--- src/rtl/cpu_run_ctrl_pkg.sv ---
// -----------------------------------------------------------------------------
// cpu_run_ctrl_pkg
//   Shared types and constants for the CPU run controller.
//   - run_state_e : controller state encoding (ST_TIMEOUT only exists when
//                   CPU_RUN_CTRL_WATCHDOG_EN is defined)
//   - HALT_INSTR_DEFAULT : instruction word that marks program end
//   - SAT32 : saturation ceiling of the 32-bit counters
//   - state_is_busy / state_is_done : output decode helpers
// Optional feature macro: CPU_RUN_CTRL_WATCHDOG_EN
// -----------------------------------------------------------------------------
package cpu_run_ctrl_pkg;

    localparam logic [31:0] HALT_INSTR_DEFAULT = 32'h0000_000C;
    localparam logic [31:0] SAT32              = 32'hFFFF_FFFF;

    typedef enum logic [2:0] {
        ST_IDLE      = 3'd0,
        ST_RESET_CPU = 3'd1,
        ST_RUN       = 3'd2,
        ST_DRAIN     = 3'd3,
        ST_DONE      = 3'd4
`ifdef CPU_RUN_CTRL_WATCHDOG_EN
        ,
        ST_TIMEOUT   = 3'd5
`endif
    } run_state_e;

    function automatic logic state_is_busy(input run_state_e st);
        return (st == ST_RESET_CPU) || (st == ST_RUN) || (st == ST_DRAIN);
    endfunction

    function automatic logic state_is_done(input run_state_e st);
`ifdef CPU_RUN_CTRL_WATCHDOG_EN
        return (st == ST_DONE) || (st == ST_TIMEOUT);
`else
        return (st == ST_DONE);
`endif
    endfunction

endpackage

--- src/rtl/cpu_run_ctrl_counter.sv ---
// -----------------------------------------------------------------------------
// cpu_run_ctrl_counter
//   Saturating 32-bit counter. Counts up (saturating at SAT32) or, with
//   COUNT_DOWN=1, down (saturating at zero).
//   Priority: clr_i > load_i > en_i.
//   Ports:
//     clk_i, rst_ni      clock, asynchronous active-low reset
//     clr_i              force count to zero
//     load_i, load_val_i load an arbitrary start value
//     en_i               advance one step
//     count_o            current count
// -----------------------------------------------------------------------------
module cpu_run_ctrl_counter
    import cpu_run_ctrl_pkg::*;
#(
    parameter bit COUNT_DOWN = 1'b0
) (
    input  logic        clk_i,
    input  logic        rst_ni,
    input  logic        clr_i,
    input  logic        load_i,
    input  logic [31:0] load_val_i,
    input  logic        en_i,
    output logic [31:0] count_o
);

    logic [31:0] count_q;
    logic [31:0] count_d;

    always_comb begin
        count_d = count_q;
        if (clr_i) begin
            count_d = '0;
        end else if (load_i) begin
            count_d = load_val_i;
        end else if (en_i) begin
            if (COUNT_DOWN) begin
                if (count_q != '0) count_d = count_q - 32'd1;
            end else begin
                if (count_q != SAT32) count_d = count_q + 32'd1;
            end
        end
    end

    always_ff @(posedge clk_i or negedge rst_ni) begin
        if (!rst_ni) count_q <= '0;
        else         count_q <= count_d;
    end

    assign count_o = count_q;

endmodule

--- src/rtl/cpu_run_controller.sv ---
// -----------------------------------------------------------------------------
// cpu_run_controller
//   Owns one run of the pipelined CPU: accepts a job, holds the CPU in reset
//   while the job parameters are applied, releases it, detects the halt
//   instruction in the fetch stream, drains the pipeline and captures results.
//   Optional feature macro: CPU_RUN_CTRL_WATCHDOG_EN (RUN watchdog -> TIMEOUT).
//   Ports:
//     in_clk, in_rst          clock, asynchronous active-low reset
//     in_start, in_ack        job request (IDLE only), result ack (DONE/TIMEOUT)
//     in_floors/resistance    job parameters, sampled on accepted start
//     in_cpu_*                CPU fetch PC/instruction and result words
//     out_cpu_rst_n           CPU reset, released only in RUN and DRAIN
//     out_init_*              registered job parameters to the CPU
//     out_busy/done/timeout   status
//     out_attempt_count, out_broken_count, out_is_last_broken  captured results
//     out_cycle_count         RUN+DRAIN cycles of the last job (saturating)
//     out_halt_pc             PC at which the halt instruction was fetched
// -----------------------------------------------------------------------------
module cpu_run_controller
    import cpu_run_ctrl_pkg::*;
#(
    parameter int unsigned RST_CYCLES   = 4,
    parameter int unsigned DRAIN_CYCLES = 4,
    parameter logic [31:0] HALT_INSTR   = HALT_INSTR_DEFAULT,
    parameter logic [31:0] MAX_CYCLES   = 32'd100000
) (
    input  logic        in_clk,
    input  logic        in_rst,
    input  logic        in_start,
    input  logic        in_ack,
    input  logic [31:0] in_floors,
    input  logic [31:0] in_resistance,
    input  logic [31:0] in_cpu_pc,
    input  logic [31:0] in_cpu_instruction,
    input  logic [31:0] in_cpu_attempt_count,
    input  logic [31:0] in_cpu_broken_count,
    input  logic        in_cpu_is_last_broken,
    output logic        out_cpu_rst_n,
    output logic [31:0] out_init_floors,
    output logic [31:0] out_init_resistance,
    output logic        out_busy,
    output logic        out_done,
    output logic        out_timeout,
    output logic [31:0] out_attempt_count,
    output logic [31:0] out_broken_count,
    output logic        out_is_last_broken,
    output logic [31:0] out_cycle_count,
    output logic [31:0] out_halt_pc
);

    // Phase timer is loaded with N-1 and the phase ends on the cycle it reads
    // zero, so the phase lasts exactly N cycles.
    localparam logic [31:0] RST_LOAD   = 32'(RST_CYCLES - 1);
    localparam logic [31:0] DRAIN_LOAD = 32'(DRAIN_CYCLES - 1);

    run_state_e  state_q, state_d;
    logic [31:0] floors_q, floors_d;
    logic [31:0] resistance_q, resistance_d;
    logic [31:0] attempt_q, attempt_d;
    logic [31:0] broken_q, broken_d;
    logic        last_broken_q, last_broken_d;
    logic [31:0] halt_pc_q, halt_pc_d;

    logic        cyc_clr;
    logic        cyc_en;
    logic [31:0] cyc_cnt;
    logic        phase_load;
    logic [31:0] phase_load_val;
    logic        phase_en;
    logic [31:0] phase_cnt;
    logic        capture;
    logic        halt_seen;

`ifdef CPU_RUN_CTRL_WATCHDOG_EN
    // Trip on the cycle whose increment makes the counter reach MAX_CYCLES,
    // i.e. after exactly MAX_CYCLES RUN cycles.
    localparam logic [31:0] WD_LAST = (MAX_CYCLES == '0) ? '0 : MAX_CYCLES - 32'd1;
`else
    logic wd_unused;
    assign wd_unused = |MAX_CYCLES;
`endif

    assign halt_seen = (in_cpu_instruction == HALT_INSTR);
    assign cyc_en    = (state_q == ST_RUN) || (state_q == ST_DRAIN);
    assign phase_en  = (state_q == ST_RESET_CPU) || (state_q == ST_DRAIN);

    cpu_run_ctrl_counter #(
        .COUNT_DOWN (1'b0)
    ) u_cycle_cnt (
        .clk_i      (in_clk),
        .rst_ni     (in_rst),
        .clr_i      (cyc_clr),
        .load_i     (1'b0),
        .load_val_i ('0),
        .en_i       (cyc_en),
        .count_o    (cyc_cnt)
    );

    cpu_run_ctrl_counter #(
        .COUNT_DOWN (1'b1)
    ) u_phase_cnt (
        .clk_i      (in_clk),
        .rst_ni     (in_rst),
        .clr_i      (1'b0),
        .load_i     (phase_load),
        .load_val_i (phase_load_val),
        .en_i       (phase_en),
        .count_o    (phase_cnt)
    );

    always_comb begin
        state_d        = state_q;
        floors_d       = floors_q;
        resistance_d   = resistance_q;
        attempt_d      = attempt_q;
        broken_d       = broken_q;
        last_broken_d  = last_broken_q;
        halt_pc_d      = halt_pc_q;
        cyc_clr        = 1'b0;
        phase_load     = 1'b0;
        phase_load_val = '0;
        capture        = 1'b0;

        case (state_q)
            ST_IDLE: begin
                if (in_start) begin
                    floors_d       = in_floors;
                    resistance_d   = in_resistance;
                    attempt_d      = '0;
                    broken_d       = '0;
                    last_broken_d  = 1'b0;
                    halt_pc_d      = '0;
                    cyc_clr        = 1'b1;
                    phase_load     = 1'b1;
                    phase_load_val = RST_LOAD;
                    state_d        = ST_RESET_CPU;
                end
            end
            ST_RESET_CPU: begin
                if (phase_cnt == '0) state_d = ST_RUN;
            end
            ST_RUN: begin
                // Halt is checked first so it wins over a same-cycle watchdog.
                if (halt_seen) begin
                    halt_pc_d      = in_cpu_pc;
                    phase_load     = 1'b1;
                    phase_load_val = DRAIN_LOAD;
                    state_d        = ST_DRAIN;
                end
`ifdef CPU_RUN_CTRL_WATCHDOG_EN
                else if (cyc_cnt >= WD_LAST) begin
                    capture = 1'b1;
                    state_d = ST_TIMEOUT;
                end
`endif
            end
            ST_DRAIN: begin
                if (phase_cnt == '0) begin
                    capture = 1'b1;
                    state_d = ST_DONE;
                end
            end
            ST_DONE: begin
                if (in_ack) state_d = ST_IDLE;
            end
`ifdef CPU_RUN_CTRL_WATCHDOG_EN
            ST_TIMEOUT: begin
                if (in_ack) state_d = ST_IDLE;
            end
`endif
            default: state_d = ST_IDLE;
        endcase

        if (capture) begin
            attempt_d     = in_cpu_attempt_count;
            broken_d      = in_cpu_broken_count;
            last_broken_d = in_cpu_is_last_broken;
        end
    end

    always_ff @(posedge in_clk or negedge in_rst) begin
        if (!in_rst) begin
            state_q       <= ST_IDLE;
            floors_q      <= '0;
            resistance_q  <= '0;
            attempt_q     <= '0;
            broken_q      <= '0;
            last_broken_q <= 1'b0;
            halt_pc_q     <= '0;
        end else begin
            state_q       <= state_d;
            floors_q      <= floors_d;
            resistance_q  <= resistance_d;
            attempt_q     <= attempt_d;
            broken_q      <= broken_d;
            last_broken_q <= last_broken_d;
            halt_pc_q     <= halt_pc_d;
        end
    end

    assign out_cpu_rst_n       = (state_q == ST_RUN) || (state_q == ST_DRAIN);
    assign out_busy            = state_is_busy(state_q);
    assign out_done            = state_is_done(state_q);
`ifdef CPU_RUN_CTRL_WATCHDOG_EN
    assign out_timeout         = (state_q == ST_TIMEOUT);
`else
    assign out_timeout         = 1'b0;
`endif
    assign out_init_floors     = floors_q;
    assign out_init_resistance = resistance_q;
    assign out_attempt_count   = attempt_q;
    assign out_broken_count    = broken_q;
    assign out_is_last_broken  = last_broken_q;
    assign out_cycle_count     = cyc_cnt;
    assign out_halt_pc         = halt_pc_q;

endmodule

--- config.mk ---
export PLATFORM = sky130hd
export DESIGN_NAME = cpu_run_controller
export DESIGN_NICKNAME = d
export VERILOG_FILES = /design/src/rtl/cpu_run_ctrl_pkg.sv /design/src/rtl/cpu_run_ctrl_counter.sv /design/src/rtl/cpu_run_controller.sv
export SDC_FILE = /design/constraint.sdc
export NUM_CORES = 1
export LEC_CHECK = 0
export ABC_AREA = 1
export CORE_MARGIN = 4
export CORE_UTILIZATION = 47
export CTS_BUF_LIST = sky130_fd_sc_hd__clkbuf_4 sky130_fd_sc_hd__clkbuf_8
export DETAILED_ROUTE_END_ITERATION = 10
export PLACE_DENSITY = 0.85
export RECOVER_POWER = 50
export SYNTH_ARGS = -nofsm -noshare
export SYNTH_HDL_FRONTEND = slang
export SYNTH_SLANG_ARGS = --single-unit
export TNS_END_PERCENT = 30
--- constraint.sdc ---
create_clock -name in_clk -period 2.7 [get_ports in_clk]
set_clock_uncertainty 0.05 [all_clocks]
set_input_delay 0.54 -clock in_clk [delete_from_list [all_inputs] [get_ports in_clk]]
set_output_delay 0.54 -clock in_clk [all_outputs]
set_load 0.01 [all_outputs]
# Word level (Yosys, flattened, before mapping)
# Cells that the tools add are included.
# Widths: inputs -> output; s select.
[word_totals]
output_inout_bits = 197
elab_cells = 72
inputBits = 197
register_bits = 228
[op_classes]
n_reduce_logical = 20
n_eq_ne = 11
muxes = 30
n_addsub = 2
[ops]
columns = ["cell", "count"]
rows = [
  ["$mux 32", 11],
  ["$pmux 32 s2", 1],
  ["$add 32x1->32 const B", 1],
  ["$eq 32x4->1 const B", 1],
  ["$logic_not 32->1", 1],
  ["$ne 32x32->1 const B", 1],
  ["$reduce_bool 32->1", 1],
  ["$sub 32x1->32 const B", 1],
  ["$mux 3", 5],
  ["$pmux 3 s5", 1],
  ["$reduce_bool 2->1", 7],
  ["$mux 1", 8],
  ["$ne 2x2->1 const B", 4],
  ["$reduce_and 2->1", 4],
  ["$eq 3x2->1 const B", 2],
  ["$reduce_and 5->1", 1],
  ["$logic_or 1x1->1", 4],
  ["$mux 2", 2],
  ["$pmux 2 s2", 1],
  ["$eq 3x1->1 const B", 1],
  ["$eq 3x3->1 const B", 1],
  ["$logic_not 3->1", 1],
  ["$reduce_and 3->1", 1],
  ["$ne 2x1->1 const B", 1],
  ["$pmux 1 s2", 1],
]

# Depth between registers and ports, before layout
[depth]
word_depth = 5
depth_mapped = 11
ltp_nobuf = 11

# Modules after synthesis
# From an unflattened synthesis, not the netlist that was laid out.
[unflattened]
cells_unflattened = 1664
hier_area_um2 = 12097.9
[modules_own_cells]
columns = ["mod", "area_per_inst_um2", "instances", "cells_per_inst", "seq_area_each_um2"]
rows = [
  ["cpu_run_controller", 6993.0, 1, 847, 4103.9],
  ["cpu_run_ctrl_counter (u_cycle_cnt)", 2565.0, 1, 417, 800.8],
  ["cpu_run_ctrl_counter (u_phase_cnt)", 2539.9, 1, 400, 800.8],
]

# Least setup slack after synthesis
# OpenSTA, ideal clock, no wires.
[synth_path]
path_kind = "register -> register"
from = "reg u_phase_cnt.count_q[0] (netlist: u_phase_cnt.count_o[0])"
to = "reg attempt_q[0] (netlist: out_attempt_count[0])"
path_stages_with_launch = 12
path_slack_ns = 0.820
path_buffers = 2
setup_time_ns = 0.118
t_arrival_ns = 1.712
period_less_slack_ns = 1.880
required_time_ns = 2.532
path_cell_list = "dfrtp_1 -> inv_1 -> ha_1 -> nand2_2 -> nor2_8 -> nand3_2 -> nor2_4 -> nand2_2 -> buf_6 -> buf_6 -> nand3_1 -> nand2_1"
[synth_via]
elab_chain_cells = 5
word_cells_on_any_way = 7
classes_between = "mux: 3; reduce/logical: 4"
[synth_rtl]
columns = ["element", "line_no", "source"]
rows = [
  ["start, declared", "cpu_run_ctrl_counter.sv:27", "logic [31:0] count_q;"],
  ["start signal, assigned", "cpu_run_ctrl_counter.sv:47", "else count_q <= count_d;"],
  ["$logic_not 32->1 *", "cpu_run_controller.sv:158", "if (phase_cnt == '0) begin"],
  ["$mux 1 *", "cpu_run_controller.sv:158", ""],
  ["$mux 1 *", "cpu_run_controller.sv:124", "case (state_q)"],
  ["$reduce_bool 2->1 (no line)", "--", ""],
  ["$reduce_and 2->1 (no line)", "--", ""],
  ["end signal, assigned", "cpu_run_controller.sv:194", "attempt_q <= attempt_d;"],
  ["end, declared", "cpu_run_controller.sv:59", "logic [31:0] attempt_q, attempt_d;"],
]
# Every way passes the cells marked *; elsewhere a longest branch is shown, timed or not.
# A chain may end at the register's enable or synchronous reset.

# Worst setup path in the final report
[layout_path]
from = "reg state_q[2]"
to = "out out_cpu_rst_n"
[layout_via]
elab_chain_cells = 2
word_cells_on_any_way = 3
classes_between = "eq/ne: 2; reduce/logical: 1"
[layout_rtl]
columns = ["element", "line_no", "source"]
rows = [
  ["start, declared", "cpu_run_controller.sv:56", "run_state_e state_q, state_d;"],
  ["start signal, assigned", "cpu_run_controller.sv:191", "state_q <= state_d;"],
  ["$eq 3x2->1", "cpu_run_controller.sv:201", "assign out_cpu_rst_n = (state_q == ST_RUN) || (state_q == ST_DRAIN);"],
  ["$logic_or 1x1->1 *", "cpu_run_controller.sv:201", ""],
  ["end, declared", "cpu_run_controller.sv:38", "output logic out_cpu_rst_n,"],
]
# Marks and branches as above.

==> impl_results.md <==
- Run status: finished with violations
- Failing checks: max-capacitance violations, max-slew violations
- Largest net degree at the start of global routing: 101
- Post-DP HPWL: 28080 µm
- Net Count, Synth: 1679
- Fin crit share: 96.83%
- Cell Area, Synth: 11220 µm²
- Hold slack: 0.4265 ns
- Reg2reg setup slack: 0.16 ns
- DR vias/cell: 5.191
- Drt wl/cell: 17.36 µm
- TritonCTS Buffers: 40
- Die X: 162.5 µm
- Initial antenna violation count: 1
- Initial DRT Pass Iterations: 5
- CTS tree: built
- First-iteration detailed-routing DRC count: 993
- # clock sinks: 228
- Hold depth: 2
- Nets: 2064
- Post-route DRC violation count: 0
- RSZ-0062 raised after global routing: false
- Antenna fix cells: 0
- # rows: 56
- Leak Pwr: 8.137 nW
- Critical path capture point type: output port
- Worst hold-check path type: reg -> reg
- Die area: 26420 µm²
- Synth Area in Simple Gates: 38.89%
- Worst Hold End: out_init_floors[21]$_DFFE_PN0N_
- WP data required: 2.11 ns
- FF+latch area: 5705 µm²
- Final setup fails: 0
- Ys flop type: dfrtp_1
- Initial cell density of the core: 47.81%
- Number of flops mapped to enable cells by yosys: 0
- Slew @ Worst Pin: 1.802 ns
- Detail Route Antenna Nets: 0
- Port Buffer Count: 392
- Clk slew on worst S/H paths: 0.06 ns
- Root buf cell: clkbuf_8
- Final hold viol count: 0
- Crit path time final: 2.614 ns
- Power per Cell Area: 975.5 nW/µm²
- Main combinational cell family by area after synthesis: simple AND/OR/NAND/NOR gates
- Post-Route WL: 38360 µm
- Final TNS setup: 0 ns
- Critical R2R Launch: u_phase_cnt.count_o[0]$_DFFE_PN0P_
- Peak ir drop on the vdd network: 633.3 µV
- Count of pins over their slew limit: 67
- Vias in the first global route: 11490
- Synth Area in Compound Gates: 1.594%
- Global route overflow: 0
- Yosys warning total: 0
- Worst-Skew Late Latency: 0.54 ns
- Hold path startpoint: out_init_floors[21]$_DFFE_PN0N_
- Post-synthesis mux area share: 0%
- Post-Synth XOR/XNOR Area: 1.951%
- Fill count: 1836
- Post-synth cell types: 33
- CP Data Arrival Time: 2.02 ns
- H-tree depth: 2
- All-Layer GR Usage: 28.09%
- Worst Reg-to-Reg Cells: 10
- Die Ht: 162.5 µm
- Ys async rst share: 100.0%
- DR vias: 11470
- Sequential-to-total area share from yosys stat: 50.84%
- Post-Synthesis Cells: 1480
- Kind of critical path: reg -> out
- IO Pins: 394
- Synthesis-stage register bit count: 228
- Adder-Cell Fraction of Synth Area: 0.2230%
- Area of the multi-input gates: 4821 µm²
- Slew HR: -20.12%
- RePlAce Congestion: 0.9626
- Worst-path maximum fanout: 5
- Layout cells sized above 1: 6.346%
- FF-to-FF End: u_phase_cnt.count_o[27]$_DFFE_PN0P_
- Fmax: 0.3825 GHz
- Core area: 23470 µm²
- Startpoint types: flop
- MaxCap Viol Count: 1
- First-pass GRT wire length: 59430 µm
- Average size of a mapped cell: 7.583 µm²
- P&R area growth vs syn: 45.13%
- CTS Buffer Depth: 3
-- worst max path at each step --
stage                                           to                          startpoint
2_1_floorplan     out_attempt_count[0]$_DFFE_PN0P_  u_phase_cnt.count_o[0]$_DFFE_PN0P_
3_3_place_gp   u_phase_cnt.count_o[29]$_DFFE_PN0P_              in_cpu_instruction[22]
3_5_place_dp   u_phase_cnt.count_o[27]$_DFFE_PN0P_              in_cpu_instruction[22]
4_1_cts                              out_cpu_rst_n              state_q[2]$_DFFE_PN0P_
5_1_grt        u_cycle_cnt.count_o[12]$_DFFE_PN0P_                              in_rst
6_report                             out_cpu_rst_n              state_q[2]$_DFFE_PN0P_
-- stage by stage --
| stage | instances | util (%) | cell area (µm²) | total power, mW | setup WS [ns] |
|---|---|---|---|---|---|
| 2_1_floorplan | 1480 | - | 11220 | 9.205 | 0.8196 |
| 3_3_place_gp | 2140 | 65.88 | 15460 | 12.40 | 0.2026 |
| 3_5_place_dp | 2140 | 65.88 | 15460 | 12.60 | 0.1579 |
| 4_1_cts | 2209 | 69.51 | 16320 | 15.99 | 0.01773 |
| 5_1_grt | 2210 | 69.39 | 16290 | 16.93 | 0.004249 |
| 6_report | 2210 | 69.39 | 16290 | 15.89 | 0.08567 |
-- flip-flops by register name, indices dropped and copies added (netlist names) --
register	flops
out_attempt_count	32
out_is_last_broken	1
out_init_resistance	32
state_q	3
out_broken_count	32
u_cycle_cnt.count_o	32
out_init_floors	32
out_halt_pc	32
u_phase_cnt.count_o	32
-- report_power, final --
| part | internal, mW | leakage [nW] | switching [mW] |
|---|---|---|---|
| registers | 4.41 | 3.06 | 0.824 |
| logic | 3.05 | 4.64 | 4.31 |
| clock network | 1.90 | 0.437 | 1.40 |
| total | 9.35 | 8.14 | 6.54 |
-- repair_timing --
action | CTS | global route
buffers inserted | 0 | 1
endpoints found under the hold margin | 63 | 0
pin swaps | 0 | 1
gates resized for setup | 2 | 2
hold buffers | 1 | 0
setup endpoints to repair | 1 | 1
-- cells in the mapped netlist (all sizes together), types with 2 or more instances --
cell type,number,area [µm²]
nand2,584,2205
xor2,18,157.7
nand4,12,75.07
a21oi,2,13.76
nand3,271,1366
nor2,158,644.4
xnor2,7,61.31
clkbuf,24,91.33
ha,2,25.02
or2,4,25.02
inv,80,300.3
buf,50,335.3
nor3,7,35.03
dfrtp,228,5705
o21ai,28,151.4
-- kinds of logic (layout without fill, tap and decap cells) --
group / Yosys count / in the layout
buffers and inverters: 154 / 565
other: 1 / 1
DFF: 228 / 228
adders and majority gates: 2 / 2
and+or+nand+nor: 1038 / 1038
AOI/OAI and AO/OA: 32 / 32
xor gates and xnor gates: 25 / 25
-- worst max-delay path, stage by stage, from the launching register on --
cell,delay [ns]
dfrtp_1,0.48
nor2_4,0.21
nand2_1,0.15
nand2_2,0.13
clkdlybuf4s50_1,0.55
-- cell type report --
type	count	area share, %
clock buffer	63	4.709
timing repair buffer	417	25.96
clock inverter	5	0.4071
tap	319	2.450
multi-input combinational	1098	29.60
inverter	80	1.844
sequential	228	35.03
-- routing by layer --
metal | part of all wire [%] | up-vias | track usage, %
met3 | 8.0 | 127 | 6.555
met4 | 6.0 | 2 | 15.06
li1 | - | 5454 | -
met1 | 37 | 5370 | 32.85
met5 | 0.029 | - | 0
met2 | 49 | 519 | 48.09
-- placed cells by master, fill, tap and decap left out, types with 2 or more instances in the layout --
cell type	synthesis	routed
nor2_2	8	7
nor3_1	7	7
clkdlybuf4s50_1	0	360
nand4_1	12	12
dlygate4sd3_1	0	32
xor2_1	18	18
inv_1	77	78
ha_1	2	2
buf_12	0	10
clkbuf_8	0	47
or2_2	4	4
inv_2	3	2
nand2_2	5	6
clkbuf_2	1	3
nor2_4	2	4
o21ai_1	3	3
xnor2_1	7	7
nand2_1	579	578
clkbuf_4	0	17
nand3_1	269	269
clkinvlp_4	0	2
dfrtp_1	228	228
nor2_1	147	146
buf_4	5	9
o21ai_0	24	24
Power figures use the tool's default switching activity.
